### config.mk
export PLATFORM = sky130hd
export DESIGN_NAME = nw_align_emitter
export DESIGN_NICKNAME = d
export VERILOG_FILES = /design/src/rtl/nw_align_emitter_pkg.sv /design/src/rtl/nw_align_emitter_column_lifo.sv /design/src/rtl/nw_align_emitter.sv
export SDC_FILE = /design/constraint.sdc
export NUM_CORES = 1
export LEC_CHECK = 0
export BUFFER_PORTS_ARGS = -buffer_cell sky130_fd_sc_hd__clkbuf_2
export CORE_UTILIZATION = 38
export CTS_CLUSTER_SIZE = 10
export DETAILED_ROUTE_END_ITERATION = 7
export PLACE_DENSITY_LB_ADDON = 0.15
export SLEW_MARGIN = 25
export SYNTH_ARGS = -nofsm -noshare
export SYNTH_HDL_FRONTEND = slang
export SYNTH_SLANG_ARGS = --single-unit
### constraint.sdc
create_clock -name clk -period 6.4 [get_ports clk]
set_clock_uncertainty 0.2 [all_clocks]
set_input_delay 1.92 -clock clk [delete_from_list [all_inputs] [get_ports clk]]
set_output_delay 1.92 -clock clk [all_outputs]
set_load 0.02 [all_outputs]
### src/rtl/nw_align_emitter_pkg.sv
// Shared types for the Needleman-Wunsch alignment emitter: FSM states,
// traceback step classes and alignment-column packing helpers.
package nw_align_emitter_pkg;

  typedef enum logic [2:0] {
    ST_IDLE,
    ST_COLLECT,
    ST_TERM,
    ST_EMIT,
    ST_DONE,
    ST_ERR
  } state_e;

  typedef enum logic [1:0] {
    STEP_DIAG,
    STEP_UP,
    STEP_LEFT,
    STEP_BAD
  } step_e;

  localparam int unsigned COORD_MAX_W = 16;

  // Column layout is {gap1, c1, gap2, c2}.
  function automatic int unsigned col_width(input int unsigned cwidth);
    return 2 * cwidth + 2;
  endfunction

  // Classifies the move from prev (px,py) to cur (cx,cy); widened sums avoid wrap at zero.
  function automatic step_e classify_step(input logic [COORD_MAX_W-1:0] px,
                                          input logic [COORD_MAX_W-1:0] py,
                                          input logic [COORD_MAX_W-1:0] cx,
                                          input logic [COORD_MAX_W-1:0] cy);
    logic [COORD_MAX_W:0] cx1;
    logic [COORD_MAX_W:0] cy1;
    logic [COORD_MAX_W:0] pxw;
    logic [COORD_MAX_W:0] pyw;
    cx1 = {1'b0, cx} + 1'b1;
    cy1 = {1'b0, cy} + 1'b1;
    pxw = {1'b0, px};
    pyw = {1'b0, py};
    if (cx1 == pxw && cy1 == pyw)     return STEP_DIAG;
    else if (cx == px && cy1 == pyw)  return STEP_UP;
    else if (cx1 == pxw && cy == py)  return STEP_LEFT;
    else                              return STEP_BAD;
  endfunction

endpackage

### src/rtl/nw_align_emitter_column_lifo.sv
// Parameterised stack of alignment columns; push on full and pop on empty
// are ignored and reported through the overflow/underflow flags.
module nw_column_lifo #(
  parameter int unsigned DEPTH = 19,
  parameter int unsigned WIDTH = 6
) (
  input  logic                         clk,
  input  logic                         reset,
  input  logic                         clear,
  input  logic                         push,
  input  logic [WIDTH-1:0]             push_data,
  input  logic                         pop,
  output logic [WIDTH-1:0]             top,
  output logic [$clog2(DEPTH+1)-1:0]   count,
  output logic                         full,
  output logic                         empty,
  output logic                         overflow,
  output logic                         underflow
);

  localparam int unsigned CW = $clog2(DEPTH + 1);
  localparam int unsigned AW = (DEPTH > 1) ? $clog2(DEPTH) : 1;

  logic [WIDTH-1:0] mem_q [DEPTH];
  logic [CW-1:0]    count_q, count_d;
  logic [AW-1:0]    wr_idx, rd_idx;
  logic             push_ok, pop_ok;

  always_comb begin
    full      = (count_q == CW'(DEPTH));
    empty     = (count_q == '0);
    push_ok   = push && !full && !clear;
    pop_ok    = pop && !empty && !push && !clear;
    overflow  = push && full;
    underflow = pop && empty;
    wr_idx    = AW'(count_q);
    rd_idx    = AW'(count_q - CW'(1));
    count_d   = count_q;
    if (clear)        count_d = '0;
    else if (push_ok) count_d = count_q + CW'(1);
    else if (pop_ok)  count_d = count_q - CW'(1);
    top   = empty ? '0 : mem_q[rd_idx];
    count = count_q;
  end

  always_ff @(posedge clk or posedge reset) begin
    if (reset) count_q <= '0;
    else       count_q <= count_d;
  end

  always_ff @(posedge clk) begin
    if (push_ok) mem_q[wr_idx] <= push_data;
  end

endmodule

### src/rtl/nw_align_emitter.sv
// Converts the Needleman-Wunsch traceback coordinate stream into alignment
// columns, stacks them and replays them in forward order over valid/ready.
module nw_align_emitter
  import nw_align_emitter_pkg::*;
#(
  parameter int unsigned LENGTH      = 10,
  parameter int unsigned CWIDTH      = 2,
  parameter int unsigned CORD_LENGTH = 8,
  parameter int unsigned DEPTH       = 2 * LENGTH - 1
) (
  input  logic                       clk,
  input  logic                       reset,
  input  logic                       start,
  input  logic [LENGTH*CWIDTH-1:0]   s1,
  input  logic [LENGTH*CWIDTH-1:0]   s2,
  input  logic                       in_valid,
  output logic                       in_ready,
  input  logic [CORD_LENGTH-1:0]     in_x,
  input  logic [CORD_LENGTH-1:0]     in_y,
  output logic                       out_valid,
  input  logic                       out_ready,
  output logic [CWIDTH-1:0]          out_c1,
  output logic [CWIDTH-1:0]          out_c2,
  output logic                       out_gap1,
  output logic                       out_gap2,
  output logic                       out_last,
  output logic                       done,
  output logic                       error
);

  localparam int unsigned COL_W = col_width(CWIDTH);
  localparam int unsigned CNT_W = $clog2(DEPTH + 1);
  localparam logic [CORD_LENGTH-1:0] LAST = CORD_LENGTH'(LENGTH - 1);

  state_e                    state_q, state_d;
  logic [LENGTH*CWIDTH-1:0]  s1_q, s1_d, s2_q, s2_d;
  logic [CORD_LENGTH-1:0]    prev_x_q, prev_x_d, prev_y_q, prev_y_d;
  logic                      first_q, first_d;

  logic                      lifo_clear, lifo_push, lifo_pop;
  logic [COL_W-1:0]          lifo_wdata, lifo_top;
  logic [CNT_W-1:0]          lifo_count;
  logic                      lifo_full, lifo_empty, lifo_overflow, lifo_underflow;
  step_e                     step;
  logic [CWIDTH-1:0]         ch1, ch2;

  function automatic logic [CWIDTH-1:0] char_at(input logic [LENGTH*CWIDTH-1:0] s,
                                                input logic [CORD_LENGTH-1:0]   idx);
    logic [CWIDTH-1:0] c;
    c = '0;
    for (int unsigned j = 0; j < LENGTH; j++) begin
      if (idx == CORD_LENGTH'(j)) c = s[(LENGTH-1-j)*CWIDTH +: CWIDTH];
    end
    return c;
  endfunction

  nw_column_lifo #(
    .DEPTH (DEPTH),
    .WIDTH (COL_W)
  ) u_lifo (
    .clk       (clk),
    .reset     (reset),
    .clear     (lifo_clear),
    .push      (lifo_push),
    .push_data (lifo_wdata),
    .pop       (lifo_pop),
    .top       (lifo_top),
    .count     (lifo_count),
    .full      (lifo_full),
    .empty     (lifo_empty),
    .overflow  (lifo_overflow),
    .underflow (lifo_underflow)
  );

  always_ff @(posedge clk or posedge reset) begin
    if (reset) begin
      state_q  <= ST_IDLE;
      prev_x_q <= '0;
      prev_y_q <= '0;
      first_q  <= 1'b0;
    end else begin
      state_q  <= state_d;
      prev_x_q <= prev_x_d;
      prev_y_q <= prev_y_d;
      first_q  <= first_d;
    end
  end

  // Latched strings survive reset; they only matter after the next start.
  always_ff @(posedge clk) begin
    s1_q <= s1_d;
    s2_q <= s2_d;
  end

  always_comb begin
    state_d    = state_q;
    s1_d       = s1_q;
    s2_d       = s2_q;
    prev_x_d   = prev_x_q;
    prev_y_d   = prev_y_q;
    first_d    = first_q;
    lifo_clear = 1'b0;
    lifo_push  = 1'b0;
    lifo_pop   = 1'b0;
    lifo_wdata = '0;
    step = classify_step(COORD_MAX_W'(prev_x_q), COORD_MAX_W'(prev_y_q),
                         COORD_MAX_W'(in_x), COORD_MAX_W'(in_y));
    ch1  = char_at(s1_q, prev_y_q);
    ch2  = char_at(s2_q, prev_x_q);

    unique case (state_q)
      ST_IDLE, ST_DONE: begin
        if (start) begin
          s1_d       = s1;
          s2_d       = s2;
          lifo_clear = 1'b1;
          first_d    = 1'b1;
          state_d    = ST_COLLECT;
        end
      end
      ST_COLLECT: begin
        if (in_valid) begin
          if (in_x > LAST || in_y > LAST) begin
            state_d = ST_ERR;
          end else if (first_q) begin
            if (in_x == LAST && in_y == LAST) begin
              prev_x_d = in_x;
              prev_y_d = in_y;
              first_d  = 1'b0;
            end else begin
              state_d = ST_ERR;
            end
          end else if (step == STEP_BAD) begin
            state_d = ST_ERR;
          end else begin
            lifo_push = 1'b1;
            unique case (step)
              STEP_DIAG: lifo_wdata = {1'b0, ch1, 1'b0, ch2};
              STEP_UP:   lifo_wdata = {1'b0, ch1, 1'b1, {CWIDTH{1'b0}}};
              default:   lifo_wdata = {1'b1, {CWIDTH{1'b0}}, 1'b0, ch2};
            endcase
            prev_x_d = in_x;
            prev_y_d = in_y;
            if (lifo_overflow)                 state_d = ST_ERR;
            else if (in_x == '0 && in_y == '0) state_d = ST_TERM;
          end
        end
      end
      ST_TERM: begin
        if (lifo_full) begin
          state_d = ST_ERR;
        end else begin
          lifo_push  = 1'b1;
          lifo_wdata = {1'b0, char_at(s1_q, '0), 1'b0, char_at(s2_q, '0)};
          state_d    = ST_EMIT;
        end
      end
      ST_EMIT: begin
        lifo_pop = !lifo_empty && out_ready;
        if (lifo_underflow)                                state_d = ST_ERR;
        else if (lifo_pop && lifo_count == CNT_W'(1))      state_d = ST_DONE;
      end
      default: state_d = ST_ERR;
    endcase
  end

  always_comb begin
    in_ready  = (state_q == ST_COLLECT);
    out_valid = (state_q == ST_EMIT) && !lifo_empty;
    out_gap1  = out_valid & lifo_top[COL_W-1];
    out_c1    = out_valid ? lifo_top[COL_W-2 -: CWIDTH] : '0;
    out_gap2  = out_valid & lifo_top[CWIDTH];
    out_c2    = out_valid ? lifo_top[CWIDTH-1:0] : '0;
    out_last  = out_valid && (lifo_count == CNT_W'(1));
    done      = (state_q == ST_DONE);
    error     = (state_q == ST_ERR);
  end

endmodule

-- Yosys cells after proc, flatten, opt, wreduce, memory -nomap -nowiden
Memory sizes are Yosys's and may differ from the RTL's.
Index checks and enable logic that the tools add are counted.
- register bits after elaboration: 65
- memory bits (writable): 114
- input bits: 61
- output and inout port bits: 11
- word-level logic and storage cells: 164
- memories: 1
- $add $sub $neg: 4
- $lt $le $gt $ge: 2
- equality and inequality tests: 41
- muxes and demuxes: 71
- bitwise gates (word level): 3
- reductions and logical operators: 35
- memory list (name ; depth ; bits a word ; rd ports ; clocked after memory_dff ; write ports ; line ; RTL):
    u_lifo.mem_q ; 19 ; 6 ; 1 ; 0 ; 1 ; nw_align_emitter_column_lifo.sv:24 ; logic [WIDTH-1:0] mem_q [DEPTH];
- operator list (cell ; count):
    8-bit by 3-bit == test with 1-bit output (second input constant) ; 8
    8-bit by 4-bit == test with 1-bit output (second input constant) ; 6
    2-bit 2-to-1 mux ; 24
    8-bit 2-to-1 mux ; 6
    3-bit 2-to-1 mux ; 11
    8-bit by 2-bit == test with 1-bit output (second input constant) ; 4
    8-bit logical NOT ; 4
    6-bit 2-to-1 mux ; 5
    6-bit case mux with 2 select lines ; 2
    5-bit 2-to-1 mux ; 4
    8-bit by 1-bit adder with 9-bit output (second input constant) ; 2
    9-bit by 8-bit == test with 1-bit output ; 2
    8-bit by 1-bit == test with 1-bit output (second input constant) ; 2
    8-bit == test ; 2
    8-bit by 4-bit > comparator with 1-bit output (second input constant) ; 2
    1-bit logical AND ; 16
    1-bit 2-to-1 mux ; 16
    3-bit case mux with 4 select lines ; 1
    5-bit AND reduction ; 2
    2-bit != test (second input constant) ; 4
    3-bit by 2-bit == test with 1-bit output (second input constant) ; 2
    3-bit == test (second input constant) ; 2
    6-bit by 1-bit != test with 1-bit output (second input constant) ; 1
    5-bit by 1-bit adder with 5-bit output (second input constant) ; 1
    other kinds (22) ; 27

-- Depth between registers and ports, before layout
Gate-level depths: netlist of the first run.
- depth after elaboration: 19
- gate-level depth with buffers: 12
- mapped depth without buffers: 10

-- Modules after synthesis
Synthesis of the first run repeated with hierarchy kept, for this count alone.
- cell total of the unflattened synthesis: 604
- area, all modules: 8509.4 um2
- by module, submodules not included (module ; times used ; cells each ; area an instance (um2) ; sequential area each (um2)):
    nw_column_lifo ; 1 ; 291 ; 5096.1 ; 3548.4
    nw_align_emitter ; 1 ; 313 ; 3413.3 ; 1701.6

-- Worst setup path before layout of the first run
Ideal clock, no wire load.
- path type: register to output
- start: register u_lifo.count_q[0] (netlist: u_lifo.count[0])
- end: output port out_c2[1]
- arrival time: 3128 ps
- data required time: 4280 ps
- setup slack: 1152 ps
- stages on the path, launching flop included: 11
- buffers on the path: 4
- path through: dfrtp_1 > buf_2 > buf_2 > clkbuf_1 > inv_1 > ha_1 > clkbuf_1 > mux4_2 > mux4_2 > a21oi_1 > nor2_1
- longest elaborated chain between the ends: 4
- elaborated cells on any way between the ends: 7
- those cells by class: add/sub (1); mux (2); reduce/logical (3); memory (1)
- RTL lines (element ; line ; RTL):
    from (decl) ; nw_align_emitter_column_lifo.sv:25 ; logic [CW-1:0] count_q, count_d;
    from (signal assigned) ; nw_align_emitter_column_lifo.sv:48 ; else count_q <= count_d;
    5-bit by 1-bit subtractor with 5-bit output or 5-bit logical NOT (tied branches) ; nw_align_emitter_column_lifo.sv:37, nw_align_emitter_column_lifo.sv:31 ;
    memory 19 x 6 bit or 1-bit logical NOT (tied branches) ; - ;
    6-bit 2-to-1 mux or 1-bit logical AND (tied branches) ; nw_align_emitter_column_lifo.sv:42, nw_align_emitter.sv:169 ;
    2-bit 2-to-1 mux (*) ; nw_align_emitter.sv:173 ; out_c2 = out_valid ? lifo_top[CWIDTH-1:0] : '0;
    to (decl) ; nw_align_emitter.sv:23 ; output logic [CWIDTH-1:0] out_c2,
Every way passes the cells marked *; elsewhere a longest branch is shown, timed or not.

-- Final worst setup path of the first run
Same ends and word-level chain as after synthesis.

==> results.py, run 1 <==
metrics = {
    "synth": {
        "syn_avg_cell_area_um2": 13.98,
        "netlist_area_um2": 8374,
        "synth.area.top_cells": "edfxtp_1, mux4_2, dfrtp_1",
        "ys_warn_count": 0,
        "synthCells": 599,
        "ys_ff_latch": 179,
        "synth_cell_types": 66,
        "yosysSeqAreaShare_pct": 62.69,
        "yosysTopAreaCell": "edfxtp_1",
        "synth-async-reset-ratio_pct": 13.97,
        "synth_flop_cell": "edfxtp_1",
        "synth_top_area_share_pct": 55.22,
        "synth-edff-count": 154,
        "synthesis.nets": 673,
    },
    "route": {
        "drt-wirelength-per-cell_um": 19.97,
        "drtAntennaViolNets": 0,
        "drt_pre_antenna_iters": 4,
        "drt-total-wl_um": 19050,
        "drtIter0Drc": 412,
        "viasPerCell": 5.407,
        "route.detailed.drc": 0,
        "num_vias": 5158,
    },
    "sta": {
        "tightest_slew_ns": 1.013,
        "setup_violations": 0,
        "rsz0062_at_grt": "no",
        "fin_setup_tns_ns": 0,
        "fin_crit_sh_pct": 85.72,
        "finalCriticalPeriod_ns": 5.486,
        "hold_viol_final": 0,
        "relSlewSlack_pct": 32.00,
        "max_freq_mhz": 182.3,
        "final-max-slew-violation-count": 0,
        "final.setup.worst_slack_ns": 0.9138,
    },
    "placement": {
        "hpwlAfterDp_um": 13510,
        "gp_congestion": 0.8778,
        "pre_cts_slack_ns": 1.081,
        "place_area_um2": 8991,
        "io_buffers": 71,
    },
    "job": {
        "cap_viol_max_count": 0,
    },
    "pwr": {
        "power_density_nw_per_um2": 244.8,
        "leakage_nw": 3.251,
        "irDropWorstVdd_uv": 192.3,
    },
    "worst_setup_path": {
        "start_kind": "register",
        "cp-end-kind": "primary output",
        "cp.required_ns": 4.28,
        "cp_max_fo": 39,
        "critPathArrivalTime_ns": 3.37,
        "crit_type": "register to primary output",
    },
    "cts": {
        "clk_path_buf_depth": 2,
        "cts_buffers": 17,
        "cts_sinks": 179,
        "cts_resized": 0,
        "htreeDepth": 4,
        "clk_pin_slew_ns": 0.07,
        "cts_setup_buffers": 0,
        "cts_tree": "yes",
        "hold_buffers": 0,
        "cts-root-buf": "clkbuf_16",
        "clk_latency_ns": 0.43,
    },
    "grt": {
        "grt.overflow.total": 0,
        "grt_pass1_wl_um": 29860,
        "antenna_found_initial": 0,
        "grt_pass1_vias": 5234,
        "grt_usage_pct": 17.93,
        "grt_max_degree": 42,
    },
    "die": {
        "coreArea_um2": 21290,
        "pin_count": 72,
        "die_area_um2": 22640,
        "rows": 53,
        "fp.dieH_um": 150.5,
        "start_util_pct": 39.34,
        "chipWidth_um": 150.5,
    },
    "hold_path": {
        "hp-class": "register to register",
    },
    "finish": {
        "fin_util_pct": 45.12,
        "final_common_cell": "edfxtp_1",
        "synthToLayoutAreaGrowth_pct": 14.70,
        "final_cell_mix": "edfxtp_1, clkbuf_2, nor2_1",
        "n_antenna_cell": 0,
        "design_area_um2": 9605,
        "layout-drive-gt1-share_pct": 23.12,
        "nets": 740,
    },
    "outcome": {
        "status": "complete, no violations",
    },
}
flip-flops by register name (all words and copies together), names as in the netlist:
signal / cells
first_q: 1
prev_x_q: 8
prev_y_q: 8
u_lifo.count: 5
s1_q: 20
u_lifo.mem_q: 114
s2_q: 20
state_q: 3
area by class of cell:
cell class                 count  area (um^2)
inverter                      20        75.07
multi-input combinational    371         2928
timing repair buffer          77        400.4
fill                        1877        11680
tap                          275        344.1
clock inverter                15        181.4
sequential                   179         5251
clock buffer                  17        425.4
per-layer routing:
metal	GRT usage [%]	share of wire [%]
met1	24.93	47
met2	29.03	48
met3	3.212	3.7
met4	4.394	1.0
met5	0	0
critical path: stages, from the launching register on:
cell	delay, ns
dfrtp_2	0.68
inv_1	0.17
ha_1	0.31
buf_4	0.42
mux4_2	0.42
mux4_2	0.53
a21oi_1	0.18
nor2_1	0.06
clkbuf_2	0.16
final timing paths:
| path | slack [ns] | endpoint | cells past startpoint | startpoint |
|---|---|---|---|---|
| max reg2reg | 2.44 | u_lifo.mem_q[4][2] | 9 | u_lifo.count[0] |
| max in group asynchronous | 4.24 | u_lifo.count[0] | 2 | reset |
| min in group asynchronous | 1.33 | prev_x_q[4] | 2 | reset |
| min reg2reg | 0.35 | prev_y_q[5] | 1 | prev_y_q[5] |
| max | 0.91 | out_c2[1] | 8 | u_lifo.count[0] |
| min | 0.35 | prev_y_q[5] | 1 | prev_y_q[5] |
cell families after synthesis:
family                     after synthesis  share of synthesized area [%]
and+or+nand+nor                        183                          10.89
muxes                                   54                          11.31
DFF                                    179                          62.69
buffers and inverters                   49                          2.495
adders and majority gates               13                          1.942
xor gates and xnor gates                27                          2.914
AOI/OAI and AO/OA                       94                          7.754
stage by stage:
step	power, mW	hold slack [ns]	std cells
after global placement	1.337	0.3298	922
after floorplan	1.308	0.2981	599
after CTS	2.374	0.3465	954
final	2.352	0.3466	954
after detailed placement	1.338	0.3340	922
after global routing	2.426	0.3713	954
power breakdown:
part	total (mW)	internal, mW	leakage (nW)	switching, mW
Sequential	1.25	1.25	1.45	0.000000000144
Combinational	0.0591	0.0257	1.51	0.0334
Clock	1.04	0.532	0.293	0.508
Total	2.35	1.81	3.25	0.541
cells in the mapped netlist, drive strengths merged, types with 3 or more instances:
cell and instances:
and3 5, o21bai 4, nand3 12, inv 20
or4 4, nor2b 15, a21o 3, mux2 5
nand2 35, o21ai 18, a22oi 4, clkbuf 17
and2 4, nor3 13, dfrtp 25, mux2i 17
a211oi 9, xor2 12, ha 13, nand2b 6
mux4 32, xnor2 15, a21oi 22, nor4 5
or3 7, a31oi 3, nor2 58, edfxtp 154
nand4 10, buf 12, a22o 3
Power figures use the tool's default switching activity.
==> inputs of run 2 (changes only) <==
==> constraint.sdc (replaced) <==
create_clock -name clk -period 6.62 [get_ports clk]
set_clock_uncertainty 0.2 [all_clocks]
set_input_delay 1.986 -clock clk [delete_from_list [all_inputs] [get_ports clk]]
set_output_delay 1.986 -clock clk [all_outputs]
set_load 0.02 [all_outputs]
==> run 2 against run 1 <==
Sequential cell count stayed put; cell count is 0.21% lower; register-to-register slack better by 0.48 ns; via count is 0.35% higher; total power is 0.88% lower; combinational power is 3.7% lower.
==> results.py, run 2 (synthesis results as in run 1) <==
metrics = {
    "outcome": {
        "status": "complete, no violations",
    },
    "pwr": {
        "p_int_mw": 1.766,
        "irDropWorstVdd_uv": 176.7,
        "switching_power_uw": 564.7,
        "pwr-share-seq_pct": 52.0,
        "power_density_nw_per_um2": 241.8,
        "pwr-share-comb_pct": 2.4,
        "swShare_pct": 24.23,
        "leakage_nw": 3.263,
        "clock_power_share_pct": 45.6,
    },
    "route": {
        "drt-total-wl_um": 19530,
        "drt-wirelength-per-cell_um": 20.51,
        "drtAntennaViolNets": 0,
        "drt_pre_antenna_iters": 5,
        "viasPerCell": 5.437,
        "route.detailed.drc": 0,
        "drtIter0Drc": 264,
        "num_vias": 5176,
    },
    "sta": {
        "tightest_slew_ns": 0.9686,
        "fin_setup_tns_ns": 0,
        "finalCriticalPeriod_ns": 5.829,
        "setup_violations": 0,
        "rsz0062_at_grt": "no",
        "relSlewSlack_pct": 35.35,
        "fin_crit_sh_pct": 88.05,
        "hold_viol_final": 0,
        "final-max-slew-violation-count": 0,
        "max_freq_mhz": 171.6,
    },
    "placement": {
        "dp_cells": 920,
        "hpwlAfterDp_um": 14120,
        "gp_congestion": 0.8430,
        "io_buffers": 71,
    },
    "die": {
        "rows": 53,
        "chipWidth_um": 150.5,
        "pin_count": 72,
        "die_area_um2": 22640,
        "coreArea_um2": 21290,
        "start_util_pct": 39.34,
        "fp.dieH_um": 150.5,
    },
    "finish": {
        "synthToLayoutAreaGrowth_pct": 15.09,
        "fin_cells": 952,
        "layout-drive-gt1-share_pct": 23.19,
        "final_cell_mix": "edfxtp_1, clkbuf_2, nor2_1",
        "final_common_cell": "edfxtp_1",
        "largest_register_ff_count": 114,
        "regMostFlops": "u_lifo.mem_q",
        "n_antenna_cell": 0,
        "top_regs": "u_lifo.mem_q x114, s1_q x20, s2_q x20",
        "nets": 738,
    },
    "hold_path": {
        "min_from": "prev_y_q[5]",
        "hp-class": "register to register",
    },
    "cts": {
        "cts_tree": "yes",
        "htreeDepth": 4,
        "cts_resized": 0,
        "hold_buffers": 0,
        "cts_sinks": 179,
        "cts_setup_buffers": 0,
        "clk_latency_ns": 0.44,
        "cts_buffers": 17,
        "clk_path_buf_depth": 2,
        "cts-root-buf": "clkbuf_16",
        "clk_pin_slew_ns": 0.08,
    },
    "worst_setup_path": {
        "crit_type": "register to primary output",
        "worstReg2RegStart": "prev_x_q[0]",
        "critPathArrivalTime_ns": 3.64,
        "cp.required_ns": 4.43,
        "slowest_delay_ns": 0.73,
        "start_kind": "register",
        "cp_max_fo": 24,
        "crit_slowest_cell": "ha_1",
        "path_delay_family": "multiplexers",
        "crit_chain": "inv_1, ha_1, buf_4, mux4_2, mux4_2, a21oi_1, nor2_1, clkbuf_2",
        "cp_common_cell": "mux4_2",
        "rrSetupSlack_ns": 2.92,
        "path_buf_inv": 3,
        "cp-end-kind": "primary output",
        "crit_start": "u_lifo.count[0]",
    },
    "grt": {
        "grt_pass1_vias": 5282,
        "grt_usage_pct": 18.46,
        "grt.overflow.total": 0,
        "antenna_found_initial": 0,
        "grt_pass1_wl_um": 30490,
        "grt_max_degree": 42,
    },
    "job": {
        "cap_viol_max_count": 0,
    },
}
==> run 2: layout make-up <==
| type | count | area (um^2) |
|---|---|---|
| Fill cell | 1848 | 11650 |
| Sequential cell | 179 | 5251 |
| Multi-Input combinational cell | 371 | 2940 |
| Clock buffer | 17 | 425.4 |
| Timing Repair Buffer | 75 | 385.4 |
| Tap cell | 275 | 344.1 |
| Clock inverter | 15 | 216.5 |
| Inverter | 20 | 75.07 |
==> run 2: path summary, 6_finish.rpt <==
| path | cells after the start | to |
|---|---|---|
| worst max-delay path | 8 | out_c2[1] |
| worst min-delay path | 1 | prev_y_q[5] |
| worst max register to register | 8 | u_lifo.mem_q[10][5] |
| worst min register to register | 1 | prev_y_q[5] |
| max in group asynchronous | 2 | u_lifo.count[0] |
| min in group asynchronous | 2 | prev_x_q[5] |
==> run 2: power by group through the flow <==
stage | combinational, mW | clock [mW] | sequential [mW]
floorplan | 0.0283 | 0 | 1.24
global placement | 0.0557 | 0 | 1.24
detailed placement | 0.0569 | 0 | 1.24
CTS | 0.0570 | 1.08 | 1.21
global route | 0.0627 | 1.13 | 1.21
finish | 0.0569 | 1.06 | 1.21
==> run 2: metal layers <==
metal	part of all wire [%]	GRT usage (%)
met1	44	23.74
met2	51	32.14
met3	3.3	2.545
met4	1.3	5.808
met5	0	0
==> run 2: per-stage QoR <==
stage / power (mW) / setup WS [ns] / utilization (%) / hold slack (ns) / cell area [um^2]
6_report: 2.331 / 0.7913 / 45.28 / 0.3555 / 9638
5_1_grt: 2.399 / 0.6217 / 45.28 / 0.4052 / 9638
4_1_cts: 2.346 / 0.7748 / 45.22 / 0.3646 / 9625
3_5_place_dp: 1.293 / 1.201 / 42.20 / 0.3411 / 8984
3_3_place_gp: 1.292 / 1.266 / 42.17 / 0.3332 / 8976
2_1_floorplan: 1.265 / 1.306 / - / 0.2981 / 8374
==> inputs of run 3 (changes only) <==
--- a/config.mk
+++ b/config.mk
@@ -5,10 +5,11 @@
 export SDC_FILE = /design/constraint.sdc
 export NUM_CORES = 1
 export LEC_CHECK = 0
-export BUFFER_PORTS_ARGS = -buffer_cell sky130_fd_sc_hd__clkbuf_2
+export BUFFER_PORTS_ARGS = -buffer_cell sky130_fd_sc_hd__buf_2
 export CORE_UTILIZATION = 38
 export CTS_CLUSTER_SIZE = 10
 export DETAILED_ROUTE_END_ITERATION = 7
+export GPL_TIMING_DRIVEN = 1
 export PLACE_DENSITY_LB_ADDON = 0.15
 export SLEW_MARGIN = 25
 export SYNTH_ARGS = -nofsm -noshare
==> run 3 against run 2 <==
Routed wire length increased by 1.2%; global-route usage increased by 0.52 points; worst hold slack got worse by 0.0088 ns; final area unchanged; fmax down 0.58%; first-iteration DRC count increased by 31%; cell count increased by 0.11%; utilization stayed put; sequential share of layout area unchanged; sequential cell count unchanged; via count increased by 0.33%; largest cell class unchanged; critical endpoint unchanged.
==> results.py, run 3 (synthesis results as in run 1) <==
metrics = {
    "outcome": {
        "status": "complete, no violations",
    },
    "cts": {
        "cts_setup_buffers": 0,
        "clk_path_buf_depth": 2,
        "htreeDepth": 4,
        "cts_resized": 0,
        "cts-root-buf": "clkbuf_16",
        "clk_latency_ns": 0.44,
        "cts_tree": "yes",
        "clk_pin_slew_ns": 0.08,
        "cts_sinks": 179,
        "cts_buffers": 17,
        "hold_buffers": 0,
    },
    "pwr": {
        "finalPower_mw": 2.328,
        "power_density_nw_per_um2": 241.6,
        "leakage_nw": 3.258,
        "irDropWorstVdd_uv": 163.9,
        "switching_power_uw": 560.8,
        "swShare_pct": 24.09,
        "pwr-share-seq_pct": 52.0,
        "p_int_mw": 1.768,
        "pwr-share-comb_pct": 2.4,
        "clock_power_share_pct": 45.5,
    },
    "worst_setup_path": {
        "crit_chain": "inv_1, ha_1, buf_4, mux4_2, mux4_2, a21oi_1, nor2_1, buf_2",
        "crit_type": "register to primary output",
        "critPathArrivalTime_ns": 3.68,
        "path_buf_inv": 3,
        "crit_slowest_cell": "ha_1",
        "cp.required_ns": 4.43,
        "start_kind": "register",
        "slowest_delay_ns": 0.73,
        "path_delay_family": "multiplexers",
        "cp_max_fo": 24,
        "worstReg2RegStart": "prev_x_q[0]",
        "cp-end-kind": "primary output",
        "rrSetupSlack_ns": 2.91,
        "crit_start": "u_lifo.count[0]",
        "cp_common_cell": "mux4_2",
    },
    "sta": {
        "finalCriticalPeriod_ns": 5.863,
        "fin_crit_sh_pct": 88.56,
        "final-max-slew-violation-count": 0,
        "tightest_slew_ns": 0.9917,
        "relSlewSlack_pct": 33.49,
        "rsz0062_at_grt": "no",
        "fin_setup_tns_ns": 0,
        "setup_violations": 0,
        "hold_viol_final": 0,
        "holdWs_ns": 0.3466,
        "max_freq_mhz": 170.6,
    },
    "hold_path": {
        "hp-class": "register to register",
        "min_from": "prev_x_q[5]",
    },
    "route": {
        "wirelength_met1_um": 8400,
        "num_vias": 5193,
        "route.detailed.drc": 0,
        "drt-wirelength-per-cell_um": 20.74,
        "drt_pre_antenna_iters": 4,
        "drtAntennaViolNets": 0,
        "drtIter0Drc": 345,
        "top_layer_used": "met4",
        "wl_met2_um": 9960,
        "viasPerCell": 5.449,
        "drt-total-wl_um": 19760,
        "wl_met3_um": 993,
    },
    "job": {
        "cap_viol_max_count": 0,
    },
    "grt": {
        "antenna_found_initial": 1,
        "grt_usage_pct": 18.98,
        "grt_pass1_vias": 5373,
        "grt_max_degree": 42,
        "grt_pass1_wl_um": 31200,
        "grt.overflow.total": 0,
    },
    "finish": {
        "final_common_cell": "edfxtp_1",
        "final_cell_mix": "edfxtp_1, buf_2, nor2_1",
        "regMostFlops": "u_lifo.mem_q",
        "nets": 738,
        "layout-drive-gt1-share_pct": 23.04,
        "top_regs": "u_lifo.mem_q x114, s1_q x20, s2_q x20",
        "synthToLayoutAreaGrowth_pct": 15.09,
        "largest_register_ff_count": 114,
    },
    "die": {
        "coreArea_um2": 21290,
        "pin_count": 72,
        "die_area_um2": 22640,
        "chipWidth_um": 150.5,
        "fp.dieH_um": 150.5,
        "rows": 53,
        "start_util_pct": 39.34,
    },
    "placement": {
        "gp_congestion": 0.8470,
        "hpwlAfterDp_um": 14140,
        "io_buffers": 71,
    },
}
run 3: changes by cell type in the layout (fill, tap and decap cells not counted), sizes merged:
cell    delta
clkinv     -2
inv        +2
buf       +71
clkbuf    -71
diode      +1
run 3: layer usage:
layer / vias to the layer above / track usage [%]
li1: 2423 / -
met1: 2585 / 24.19
met2: 164 / 32.10
met3: 21 / 3.667
met4: 0 / 6.818
met5: - / 0
run 3: power groups by stage:
| stage | registers [mW] | clock network (mW) | logic (mW) |
|---|---|---|---|
| 6_report | 1.21 | 1.06 | 0.0568 |
| 5_1_grt | 1.21 | 1.13 | 0.0629 |
| 4_1_cts | 1.21 | 1.09 | 0.0570 |
| 3_5_place_dp | 1.24 | 0 | 0.0567 |
| 3_3_place_gp | 1.24 | 0 | 0.0558 |
| 2_1_floorplan | 1.24 | 0 | 0.0283 |
run 3: layout make-up:
type	instances	area [um^2]
repair buffers	75	385.4
clock inverters	15	209.0
clock buffers	17	425.4
multi-input cells	371	2945
flip-flops and latches	179	5251
well taps	275	344.1
fillers	1893	11650
inverters	20	75.07
diodes	1	2.502
run 3: final timing paths:
path	endpoint	cells past startpoint
max in group asynchronous	u_lifo.count[0]	2
setup reg to reg	u_lifo.mem_q[10][5]	8
hold / removal	prev_x_q[5]	1
hold reg to reg	prev_x_q[5]	1
min in group asynchronous	u_lifo.count[4]	2
setup / recovery	out_c2[1]	8
run 3: metrics by stage:
stage,util [%],cells,instance area (um^2),setup WS (ns)
2_1_floorplan,-,599,8374,1.306
3_3_place_gp,42.17,920,8976,1.237
5_1_grt,45.27,952,9635,0.5701
3_5_place_dp,42.26,920,8996,1.202
6_report,45.28,953,9638,0.7574
4_1_cts,45.24,952,9630,0.7140
